$ cat src/rtl/card_pkg.sv
// Shared card types and the 13-to-1 rank wrap used by both the rank counter and the search pointer.
package card_pkg;

  typedef logic [3:0] rank_t;

  localparam rank_t RANK_MIN       = 4'd1;
  localparam rank_t RANK_MAX       = 4'd13;
  localparam int    CARDS_PER_RANK = 4;
  localparam int    CARDS_PER_DECK = 52;

  typedef logic [0:0] state_t;
  localparam state_t IDLE   = 1'b0;
  localparam state_t SEARCH = 1'b1;

  function automatic rank_t next_rank(input rank_t r);
    return (r == RANK_MAX) ? RANK_MIN : r + 4'd1;
  endfunction

endpackage

$ cat src/rtl/card_shoe_if.sv
// Request/response bundle between the baccarat controller (master) and the card shoe (slave).
interface card_shoe_if #(
  parameter int NUM_DECKS = 1,
  parameter int CL_W      = $clog2(52*NUM_DECKS+1)
);
  import card_pkg::*;

  logic            deal_req;
  logic            shuffle_req;
  rank_t           card_value;
  logic            card_valid;
  logic            busy;
  logic            deal_err;
  logic            empty;
  logic [CL_W-1:0] cards_left;

  modport master (
    output deal_req, shuffle_req,
    input  card_value, card_valid, busy, deal_err, empty, cards_left
  );

  modport slave (
    input  deal_req, shuffle_req,
    output card_value, card_valid, busy, deal_err, empty, cards_left
  );
endinterface

$ cat src/rtl/rank_counter.sv
// Free-running 1..13 rank counter; advances every edge and never stalls.
module rank_counter
  import card_pkg::*;
(
  input  logic  CLOCK_50,
  input  logic  reset,
  output rank_t rank
);

  always_ff @(posedge CLOCK_50 or posedge reset) begin
    if (reset) rank <= RANK_MIN;
    else       rank <= next_rank(rank);
  end

endmodule

$ cat src/rtl/card_shoe.sv
// Finite shoe dealing ranks without replacement: random start from the rank counter, then one rank scanned per edge.
// Deal latency 2..14 edges; requests while busy are dropped, requests on an empty shoe pulse deal_err.
module card_shoe
  import card_pkg::*;
#(
  parameter int NUM_DECKS = 1
) (
  input  logic      CLOCK_50,
  input  logic      reset,
  card_shoe_if.slave shoe
);

  localparam int CNT_W = $clog2(CARDS_PER_RANK*NUM_DECKS+1);
  localparam int CL_W  = $clog2(CARDS_PER_DECK*NUM_DECKS+1);
  localparam logic [CNT_W-1:0] FULL_RANK = CNT_W'(CARDS_PER_RANK*NUM_DECKS);
  localparam logic [CL_W-1:0]  FULL_SHOE = CL_W'(CARDS_PER_DECK*NUM_DECKS);

  rank_t            rank;
  rank_t            ptr;
  state_t           state;
  logic [CNT_W-1:0] counts [1:13];
  logic [CL_W-1:0]  cards_left;
  rank_t            card_value;
  logic             card_valid;
  logic             busy;
  logic             deal_err;

  rank_counter u_rank_counter (
    .CLOCK_50 (CLOCK_50),
    .reset    (reset),
    .rank     (rank)
  );

  always_ff @(posedge CLOCK_50 or posedge reset) begin
    if (reset) begin
      for (int i = 1; i <= 13; i++) counts[i] <= FULL_RANK;
      cards_left <= FULL_SHOE;
      card_value <= '0;
      card_valid <= 1'b0;
      busy       <= 1'b0;
      deal_err   <= 1'b0;
      ptr        <= RANK_MIN;
      state      <= IDLE;
    end else begin
      card_valid <= 1'b0;
      deal_err   <= 1'b0;
      // Shuffle wins in either state and aborts any search in flight.
      if (shoe.shuffle_req) begin
        for (int i = 1; i <= 13; i++) counts[i] <= FULL_RANK;
        cards_left <= FULL_SHOE;
        busy       <= 1'b0;
        state      <= IDLE;
      end else begin
        case (state)
          IDLE: begin
            if (shoe.deal_req) begin
              if (cards_left == '0) begin
                deal_err <= 1'b1;
              end else begin
                ptr   <= rank;
                busy  <= 1'b1;
                state <= SEARCH;
              end
            end
          end
          SEARCH: begin
            if (counts[ptr] != '0) begin
              counts[ptr] <= counts[ptr] - CNT_W'(1);
              cards_left  <= cards_left - CL_W'(1);
              card_value  <= ptr;
              card_valid  <= 1'b1;
              busy        <= 1'b0;
              state       <= IDLE;
            end else begin
              ptr <= next_rank(ptr);
            end
          end
          default: state <= IDLE;
        endcase
      end
    end
  end

  assign shoe.card_value = card_value;
  assign shoe.card_valid = card_valid;
  assign shoe.busy       = busy;
  assign shoe.deal_err   = deal_err;
  assign shoe.cards_left = cards_left;
  assign shoe.empty      = (cards_left == '0);

endmodule
$ cat src/flat_wrapper.sv
// flat-port wrapper written by rule: the top's interface ports become plain ports
module card_shoe_flat import card_pkg::*;
#(
  parameter int NUM_DECKS = 1
)
  (CLOCK_50, reset, shoe_deal_req, shoe_shuffle_req, shoe_card_value, shoe_card_valid, shoe_busy, shoe_deal_err, shoe_empty, shoe_cards_left);
  card_shoe_if #(.NUM_DECKS(NUM_DECKS)) shoe_i ();
  input  logic CLOCK_50;
  input  logic reset;
  input wire logic [$bits(shoe_i.deal_req)-1:0] shoe_deal_req;
  input wire logic [$bits(shoe_i.shuffle_req)-1:0] shoe_shuffle_req;
  output wire logic [$bits(shoe_i.card_value)-1:0] shoe_card_value;
  output wire logic [$bits(shoe_i.card_valid)-1:0] shoe_card_valid;
  output wire logic [$bits(shoe_i.busy)-1:0] shoe_busy;
  output wire logic [$bits(shoe_i.deal_err)-1:0] shoe_deal_err;
  output wire logic [$bits(shoe_i.empty)-1:0] shoe_empty;
  output wire logic [$bits(shoe_i.cards_left)-1:0] shoe_cards_left;
  assign shoe_i.deal_req = shoe_deal_req;
  assign shoe_i.shuffle_req = shoe_shuffle_req;
  assign shoe_card_value = shoe_i.card_value;
  assign shoe_card_valid = shoe_i.card_valid;
  assign shoe_busy = shoe_i.busy;
  assign shoe_deal_err = shoe_i.deal_err;
  assign shoe_empty = shoe_i.empty;
  assign shoe_cards_left = shoe_i.cards_left;
  card_shoe #(.NUM_DECKS(NUM_DECKS)) u_core (.CLOCK_50(CLOCK_50), .reset(reset), .shoe(shoe_i));
endmodule
$ cat config.mk
export PLATFORM = sky130hd
export DESIGN_NAME = card_shoe_flat
export DESIGN_NICKNAME = d
export VERILOG_FILES = /design/src/rtl/card_pkg.sv /design/src/rtl/card_shoe_if.sv /design/src/rtl/rank_counter.sv /design/src/rtl/card_shoe.sv /design/src/flat_wrapper.sv
export SDC_FILE = /design/constraint.sdc
export NUM_CORES = 1
export LEC_CHECK = 0
export ABC_AREA = 1
export CORE_UTILIZATION = 50
export CTS_CLUSTER_DIAMETER = 80
export CTS_CLUSTER_SIZE = 30
export DETAILED_ROUTE_END_ITERATION = 6
export DONT_BUFFER_PORTS = 1
export MAX_ROUTING_LAYER = met4
export PLACE_DENSITY = 0.68
export SETUP_SLACK_MARGIN = 0.15
export SYNTH_ARGS = -nofsm -noshare
export SYNTH_HDL_FRONTEND = slang
export SYNTH_SLANG_ARGS = --single-unit
$ cat constraint.sdc
create_clock -name CLOCK_50 -period 2.3 [get_ports CLOCK_50]
set_input_delay 0.69 -clock CLOCK_50 [delete_from_list [all_inputs] [get_ports CLOCK_50]]
set_output_delay 0.69 -clock CLOCK_50 [all_outputs]
set_load 0.005 [all_outputs]
Word level (Yosys, flattened, before mapping)
Cells that the tools add are included.
{ "classes": {"n_addsub": 4, "mul": 0, "div_mod_pow": 0, "n_lt_le_gt_ge": 2, "eq_ne": 8, "n_shift": 0, "muxes": 35, "n_bitwise": 3, "n_reduce_logical": 9} }
{ "ops": {"columns": ["cell", "count"], "rows": [
  ["$mux W39", 3],
  ["$bwmux W39", 1],
  ["$mux W4", 5],
  ["$mux W6", 3],
  ["$mux W1", 15],
  ["$bmux W3 S4", 1],
  ["$demux W3 S4", 1],
  ["$mux W3", 3],
  ["$ne A3 B3 Y1 const B", 3],
  ["$add A4 B1 Y4 const B", 2],
  ["$eq A4 B4 Y1 const B", 2],
  ["$pmux W4 S2", 1],
  ["$logic_not A6 Y1", 1],
  ["$ne A2 B2 Y1 const B", 3],
  ["$reduce_and A3 Y1", 2],
  ["$sub A6 B1 Y6 const B", 1],
  ["$ge A5 B5 Y1 const B", 1],
  ["$lt A5 B1 Y1 const B", 1],
  ["$not A4 Y5", 1],
  ["$pmux W1 S2", 2],
  ["$reduce_and A4 Y1", 1],
  ["$reduce_bool A2 Y1", 2],
  ["$reduce_bool A3 Y1", 1],
  ["$sub A3 B1 Y3 const B", 1],
  ["other kinds (3)", 4]
]} }
{ "totals": {"reg_bits": 61, "latchBits": 0, "mem_bits_rw": 0, "mem_bits_ro": 0, "inputBits": 4, "out_inout_bits": 14, "elab_cells": 82, "memories": 0} }

Depth between registers and ports, before layout
Gate-level depths: netlist of run 1.
{ "depth": {"word_depth": 9, "depth_mapped": 19} }

Modules after synthesis
From an unflattened synthesis of run 1, not the netlist that was laid out.
{ "unflattened": {"hier_cells": 390, "area_unflattened_um2": 3143.0} }
{ "by_module_without_submodules": {"columns": ["module", "n_inst", "cells_per_inst", "area_per_inst_um2", "seq_area_each_um2"], "rows": [
  ["card_shoe", 1, 368, 2967.8, 1447.6],
  ["rank_counter", 1, 22, 175.2, 101.3]
]} }

Worst setup path before layout of run 1
No wires, ideal clock.
{ "synth_path": {"path_type": "register to register", "from": "register u_core.ptr[0]", "to": "register u_core.counts[11] (netlist bit)", "setup_time_ns": 0.073, "arrival_ns": 2.370, "required_ns": 2.227, "slack_ns": -0.143, "path_stages_with_launch": 18, "n_path_buf": 3, "synth_period_minus_slack_ns": 2.443, "path_cell_list": "dfstp_2 > buf_6 > nand2_4 > nor2_4 > nand2_1 > nand2_1 > inv_2 > nand2_4 > nor2_8 > buf_6 > ha_1 > ha_1 > nor2_8 > buf_4 > nand3_1 > nand2_1 > nor2_1 > a21oi_1"} }
{ "synth_between": {"elab_chain_cells": 9, "elab_cells_between_ends": 17, "cone_classes": "1 x add/sub; 2 x order compare; 9 x mux; 1 x bitwise; 4 x reduce/logical"} }
{ "synth_rtl": {"columns": ["item", "line", "source"], "rows": [
  ["from (decl)", "card_shoe.sv:19", "rank_t ptr;"],
  ["from (signal assigned)", "card_shoe.sv:60", "ptr <= rank;"],
  ["from (signal assigned)", "card_shoe.sv:75", "ptr <= next_rank(ptr);"],
  ["$not A4 Y5 (not written as such) *", "card_shoe.sv:67, card_shoe.sv:68", null],
  ["$bmux W3 S4 (tied with other cells)", "card_shoe.sv:67, card_shoe.sv:68", null],
  ["$mux W3 (not written as such) / $logic_and A1 B1 Y1 (equally long branches)", "card_shoe.sv:67, card_shoe.sv:68", null],
  ["$mux W3 (on tied branches)", "card_shoe.sv:67, card_shoe.sv:68", null],
  ["$sub A3 B1 Y3 / $demux W3 S4 (equally long branches)", "card_shoe.sv:68", "counts[ptr] <= counts[ptr] - CNT_W'(1);"],
  ["$bwmux W39", "card_shoe.sv:68", null],
  ["$mux W39", "card_shoe.sv:67", "if (counts[ptr] != '0) begin"],
  ["$mux W39", "card_shoe.sv:54", "case (state)"],
  ["$mux W39", "card_shoe.sv:48", "if (shoe.shuffle_req) begin"],
  ["to (signal, indexed assignment)", "card_shoe.sv:68", null],
  ["to (decl)", "card_shoe.sv:21", "logic [CNT_W-1:0] counts [1:13];"]
]} }
Every way passes the cells marked *; elsewhere a longest branch is shown, timed or not. The select of a mux whose other input is x is not followed.
A chain may end at the register's enable or synchronous reset.

Worst setup path in the final report of run 1
{ "layout_path": {"from": "register u_core.ptr[0]", "to": "register u_core.counts[4] (netlist bit)"} }
Same word-level chain as after synthesis.

==> flow_metrics.tcl, run 1 <==
set metrics [dict create \
    outcome "finished with violations" \
    violations "negative setup slack" \
    ant_nets 0 \
    setup_ws_ps -201 \
    cts.root.buffer_cell "clkbuf_8" \
    tightestPinTransition_ps 476 \
    p_leak_nw 1.97 \
    hold_buffers 0 \
    antenna_found_initial 0 \
    fin_crit_sh_pct 109 \
    cts_buffer_depth 2 \
    grt_pass1_vias 2598 \
    ys_ff_latch 61 \
    die_width_microns 81.3 \
    cpPeakStageDelay_ps 420 \
    diodes 0 \
    die_area_sq_um 6610 \
    rr_worst_depth 17 \
    drtPass1Iterations 4 \
    grt_max_degree 62 \
    clock_sinks 61 \
    yosys.area.top_type "dfrtp_1" \
    final_common_cell "nand2_1" \
    cts_tree "yes" \
    slowest_stage "dfstp_2" \
    synth_area_leaders "dfrtp_1 (34%), dfstp_2 (15%), nand2_1 (11%)" \
    remaining_drc_errors 0 \
    dieHeight_microns 81.3 \
    hold_path_class "in -> async" \
    numCtsBuffers 9 \
    ys_async_sr_fraction_pct 100 \
    clock-skew-final_ps 10.6 \
    synth_area_sq_um 3140 \
    area_delta_synth_final_pct 34.8 \
    cp_max_fo 7 \
    final_max_slew_viol_count 0 \
    endpoint_kind "flip-flop" \
    wirelength_microns 7960 \
    p_per_area_nw_per_um2 1250 \
    peakVddDrop_mv 0.879 \
    critical_path_class "reg -> reg" \
    final_cell_mix "nand2_1 (71), dfrtp_1 (42), buf_4 (32)" \
    crit_path_start_kind "flip-flop" \
    fin_cells 514 \
    max_slew_margin_pct 68.3 \
    fmax_mhz 400 \
    rrSetupSlack_ps -200 \
    total_power_w 0.00530 \
    setup_tns_ps -4960 \
    ys_seq_area_share_pct 49.3 \
    drive_above_1_share_pct 42.8 \
    setup_viol 47 \
    dp_hpwl_microns 5150 \
    fin_nets 443 \
    cp_cell_sequence "buf_6 -> nor2_4 -> nand2_2 -> o22ai_2 -> inv_1 -> nand2_1 -> nor2_2 -> ha_4 -> ha_4 -> nor2_8 -> buf_12 -> buf_12 -> inv_6 -> nor2_4 -> inv_2 -> nand2_2 -> o22ai_1" \
    netlist-cell-type-count 36 \
    synthFlopType "dfrtp_1" \
    globalRoute.totalOverflow 0 \
    drtIter0Drc 164 \
    synth.top_cell.area_share_pct 34.2 \
    rows 28 \
    synth.avg_cell_area_sq_um 8.10 \
    io_pins 18 \
    utilization_pct 70.7 \
    place.gp.congestion 0.942 \
    port_buffers 0 \
    viasPerCell 5.40 \
    rr_startpoint "u_core.ptr[0]" \
    rsz0062_at_grt "yes" \
    holdWs_ps 282 \
    syn-num-nets 397 \
    grt_usage_pct 25.9 \
    reg2reg_to "u_core.counts[4]" \
    hold_violations 0 \
    syn_inst 388 \
    place_inst 484 \
    vias 2777 \
    fin_crit_ps 2500 \
    critical_path_arrival_ps 2720 \
    start_util_pct 52.5 \
    wl_per_cell_microns 15.5 \
    yosys_warnings 0 \
    synth_edf_count 0 \
    clk_pin_slew_ps 70 \
    cts_max_level 3 \
    coreArea_sq_um 5990 \
    clk-insertion-delay-late_ps 350 \
    grt_pass1_wl_microns 12200 \
    cap_violations 0 \
    required_ps 2520 \
]
## flip-flops by register name, indices dropped and copies added, names as in the netlist
name                        flops
u_core.counts                  39
u_core.ptr                      4
u_core.shoe.busy                1
u_core.shoe.card_valid          1
u_core.shoe.card_value          4
u_core.shoe.cards_left          6
u_core.shoe.deal_err            1
u_core.state                    1
u_core.u_rank_counter.rank      4
## metrics by stage
stage	instance area [sq um]	setup slack, ps
final	4240	-201
after global placement	3530	-188
after floorplan	3250	17.7
after CTS	3970	-141
after detailed placement	3530	-228
after global routing	4240	-339
## Yosys cell counts, types with 2 or more instances
master    count
buf_6         3
nor2_1       39
buf_4         2
nor2_4        2
clkbuf_1      2
inv_1        40
o21ai_0      31
nor2_2        5
nand2_1      94
o21ai_1       4
dfstp_2      18
a22oi_1       3
buf_2         4
inv_2         9
o22ai_1      17
ha_1          5
dfrtp_1      43
nand2_2       3
nor2_8        2
nand2_4       2
a21oi_1      22
nand3_1      24
## power by group
part           internal, W  switching, W  total, W  leakage, nW
logic              0.00123       0.00145   0.00268         1.10
registers          0.00142      0.000253   0.00168        0.766
clock network     0.000522      0.000416  0.000938        0.103
## how the worst max path moves through the flow
stage	start	endpoint	slack (ps)	cells past startpoint
after floorplan	u_core.ptr[0]	u_core.counts[8]	20	16
after global placement	u_core.ptr[0]	u_core.counts[4]	-190	15
after detailed placement	u_core.ptr[0]	u_core.counts[23]	-230	14
after CTS	u_core.ptr[0]	u_core.shoe.card_value[1]	-140	16
after global routing	u_core.ptr[0]	u_core.ptr[3]	-340	18
final	u_core.ptr[0]	u_core.counts[4]	-200	17
## metal layers
| layer | track usage, % | vias up | wire length [microns] |
|---|---|---|---|
| met1 | 32.0 | 1325 | 3360 |
| met3 | 4.49 | 19 | 340 |
| met4 | 15.2 | 0 | 216 |
| met2 | 39.8 | 72 | 4040 |
| met5 | - | - | 0 |
| li1 | - | 1361 | - |
## cells by family (layout without fill, tap and decap cells)
kind of cell	count (synthesis)	count (layout)	synth area share [%]
AO/OA/AOI/OAI	83	83	14.7
XOR/XNOR	1	1	0.279
adder cells (fa/ha/maj)	5	5	1.99
buffers and inverters	62	113	8.60
flip-flops	61	61	49.3
AND/OR/NAND/NOR	176	176	25.2
## timing repair
action,4_1_cts,5_1_grt
pin swaps,20,36
resized for setup,50,65
setup endpoints to repair,55,56
setup buffers,9,5
## critical path, delay by kind of cell, from the launching register on
family	cells	cell delay (ps)
buf+inv	6	560
flops	1	420
compound gates	2	240
fa+ha+maj	2	340
simple gates	7	800
## area by class of cell
cell class / count / area, sq um
clock buffers: 11 / 141
clock inverters: 5 / 50.0
fillers: 425 / 1750
inverters: 50 / 201
multi-input cells: 265 / 1740
flip-flops and latches: 61 / 1550
well taps: 75 / 93.8
repair buffers: 47 / 457
Power figures use the tool's default switching activity.
==> run 2: changes to the inputs <==
Settings changed: RECOVER_POWER set to 50.
==> run 2 against run 1 <==
  * The run still ends with negative setup slack left
  * Via count is 0.22% higher
  * Total power is 0.12% lower
  * Sequential power hardly changed
  * Non-clock buffer count stayed put
  * Utilization is 0.29 points lower
  * First-iteration DRC count is 3.7% lower
  * Critical endpoint unchanged
  * Largest cell class unchanged
  * Highest routed layer unchanged
==> flow_metrics.tcl, run 2 (synthesized netlist as in run 1, its figures left out) <==
set metrics [dict create \
    outcome "finished with violations" \
    violations "negative setup slack" \
    fin_crit_ps 2510 \
    min-delay-start "shoe_shuffle_req" \
    regMostFlops "u_core.counts" \
    rsz0062_at_grt "yes" \
    hold_path_class "in -> reg" \
    cap_violations 0 \
    place_inst 484 \
    drtPass1Iterations 5 \
    hold_buffers 0 \
    dieHeight_microns 81.3 \
    fin_crit_sh_pct 109 \
    start_util_pct 52.5 \
    drive_above_1_share_pct 42.8 \
    largest_register_ffs 39 \
    drtIter0Drc 158 \
    dpl_worst_slack_ps -228 \
    final_max_slew_viol_count 0 \
    place.gp.congestion 0.942 \
    globalRoute.totalOverflow 0 \
    port_buffers 0 \
    final_common_cell "nand2_1" \
    numCtsBuffers 9 \
    p_leak_nw 1.96 \
    io_pins 18 \
    crit_start "u_core.ptr[0]" \
    clk-insertion-delay-late_ps 350 \
    cts_buffer_depth 2 \
    remaining_drc_errors 0 \
    clk_pin_slew_ps 70 \
    critical_path_class "reg -> reg" \
    vias 2783 \
    clock-skew-final_ps 9.35 \
    fin_cells 514 \
    rows 28 \
    fin_nets 443 \
    grt_pass1_wl_microns 12200 \
    total_power_w 0.00529 \
    setup_viol 50 \
    p_per_area_nw_per_um2 1250 \
    critical_path_arrival_ps 2740 \
    wirelength_microns 7960 \
    wl_per_cell_microns 15.5 \
    coreArea_sq_um 5990 \
    fmax_mhz 398 \
    diodes 0 \
    die_width_microns 81.3 \
    required_ps 2520 \
    area_delta_synth_final_pct 34.2 \
    cts.root.buffer_cell "clkbuf_8" \
    crit_path_start_kind "flip-flop" \
    reg.largest.list "u_core.counts (39), u_core.shoe.cards_left (6)" \
    grt_max_degree 62 \
    dpl_cell_area_sq_um 3530 \
    ant_nets 0 \
    hold_violations 0 \
    endpoint_kind "flip-flop" \
    final_cell_mix "nand2_1 (71), dfrtp_1 (42), buf_4 (32)" \
    antenna_found_initial 0 \
    dp_hpwl_microns 5150 \
    rr_startpoint "u_core.ptr[0]" \
    setup_tns_ps -5330 \
    max_slew_margin_pct 1.85 \
    grt_pass1_vias 2598 \
    postLayoutCellArea_sq_um 4220 \
    clock_sinks 61 \
    die_area_sq_um 6610 \
    peakVddDrop_mv 0.878 \
    viasPerCell 5.41 \
    cts_max_level 3 \
    cp_max_fo 7 \
    fill_cells 427 \
    tightestPinTransition_ps 1470 \
    grt_usage_pct 25.9 \
    cts_tree "yes" \
    setup_ws_ps -214 \
]
-- run 2: critical path: stages, from the launching register on --
cell and delay, ps:
dfstp_2 630, buf_6 140, nand2_8 60, nor2_4 130, buf_4 130, nand2_1 40
o21ai_1 110, o21bai_4 160, nor2_4 70, ha_4 170, nor2_8 110, buf_12 140
buf_12 100, inv_6 30, nor2_4 110, inv_2 70, nand2_2 80, o22ai_1 80
-- run 2: through the flow --
step	hold slack, ps	utilization (%)
floorplan	449	-
global route	425	70.4
global placement	482	58.9
CTS	303	66.2
finish	422	70.4
detailed placement	486	58.9
-- run 2: per-layer routing --
metal	wire (microns)	vias to the layer above	track usage [%]
met5	0	-	-
met4	216	0	15.2
met1	3360	1327	32.0
met3	342	19	4.49
met2	4040	76	39.8
li1	-	1361	-
-- run 2: worst paths after layout --
check	slack, ps	cells after the start	to
setup / recovery	-210	17	u_core.counts[4]
hold / removal	420	1	u_core.shoe.card_valid
setup reg to reg	-210	17	u_core.counts[4]
hold reg to reg	490	2	u_core.counts[2]
max in group asynchronous	570	2	u_core.ptr[1]
min in group asynchronous	740	2	u_core.counts[16]
-- run 2: cell type report --
| class | instances | area (sq um) | area share (%) |
|---|---|---|---|
| Sequential cell | 61 | 1550 | 36.7 |
| Multi-Input combinational cell | 265 | 1740 | 41.3 |
| Tap cell | 75 | 93.8 | 2.22 |
| Timing Repair Buffer | 47 | 442 | 10.5 |
| Clock buffer | 11 | 141 | 3.35 |
| Clock inverter | 5 | 50.0 | 1.19 |
| Inverter | 50 | 199 | 4.72 |
-- run 2: what timing repair did --
action / in CTS / in global routing
setup buffers: 9 / 5
endpoints found under the hold margin: 0 / 0
pin swaps: 20 / 36
cloned: 0 / 0
resized for setup: 50 / 65
endpoints found under the setup margin: 55 / 56
-- run 2: where the power goes --
group	internal, W	switching (W)
clock	0.000522	0.000413
sequential	0.00143	0.000253
combinational	0.00123	0.00145
total	0.00317	0.00212
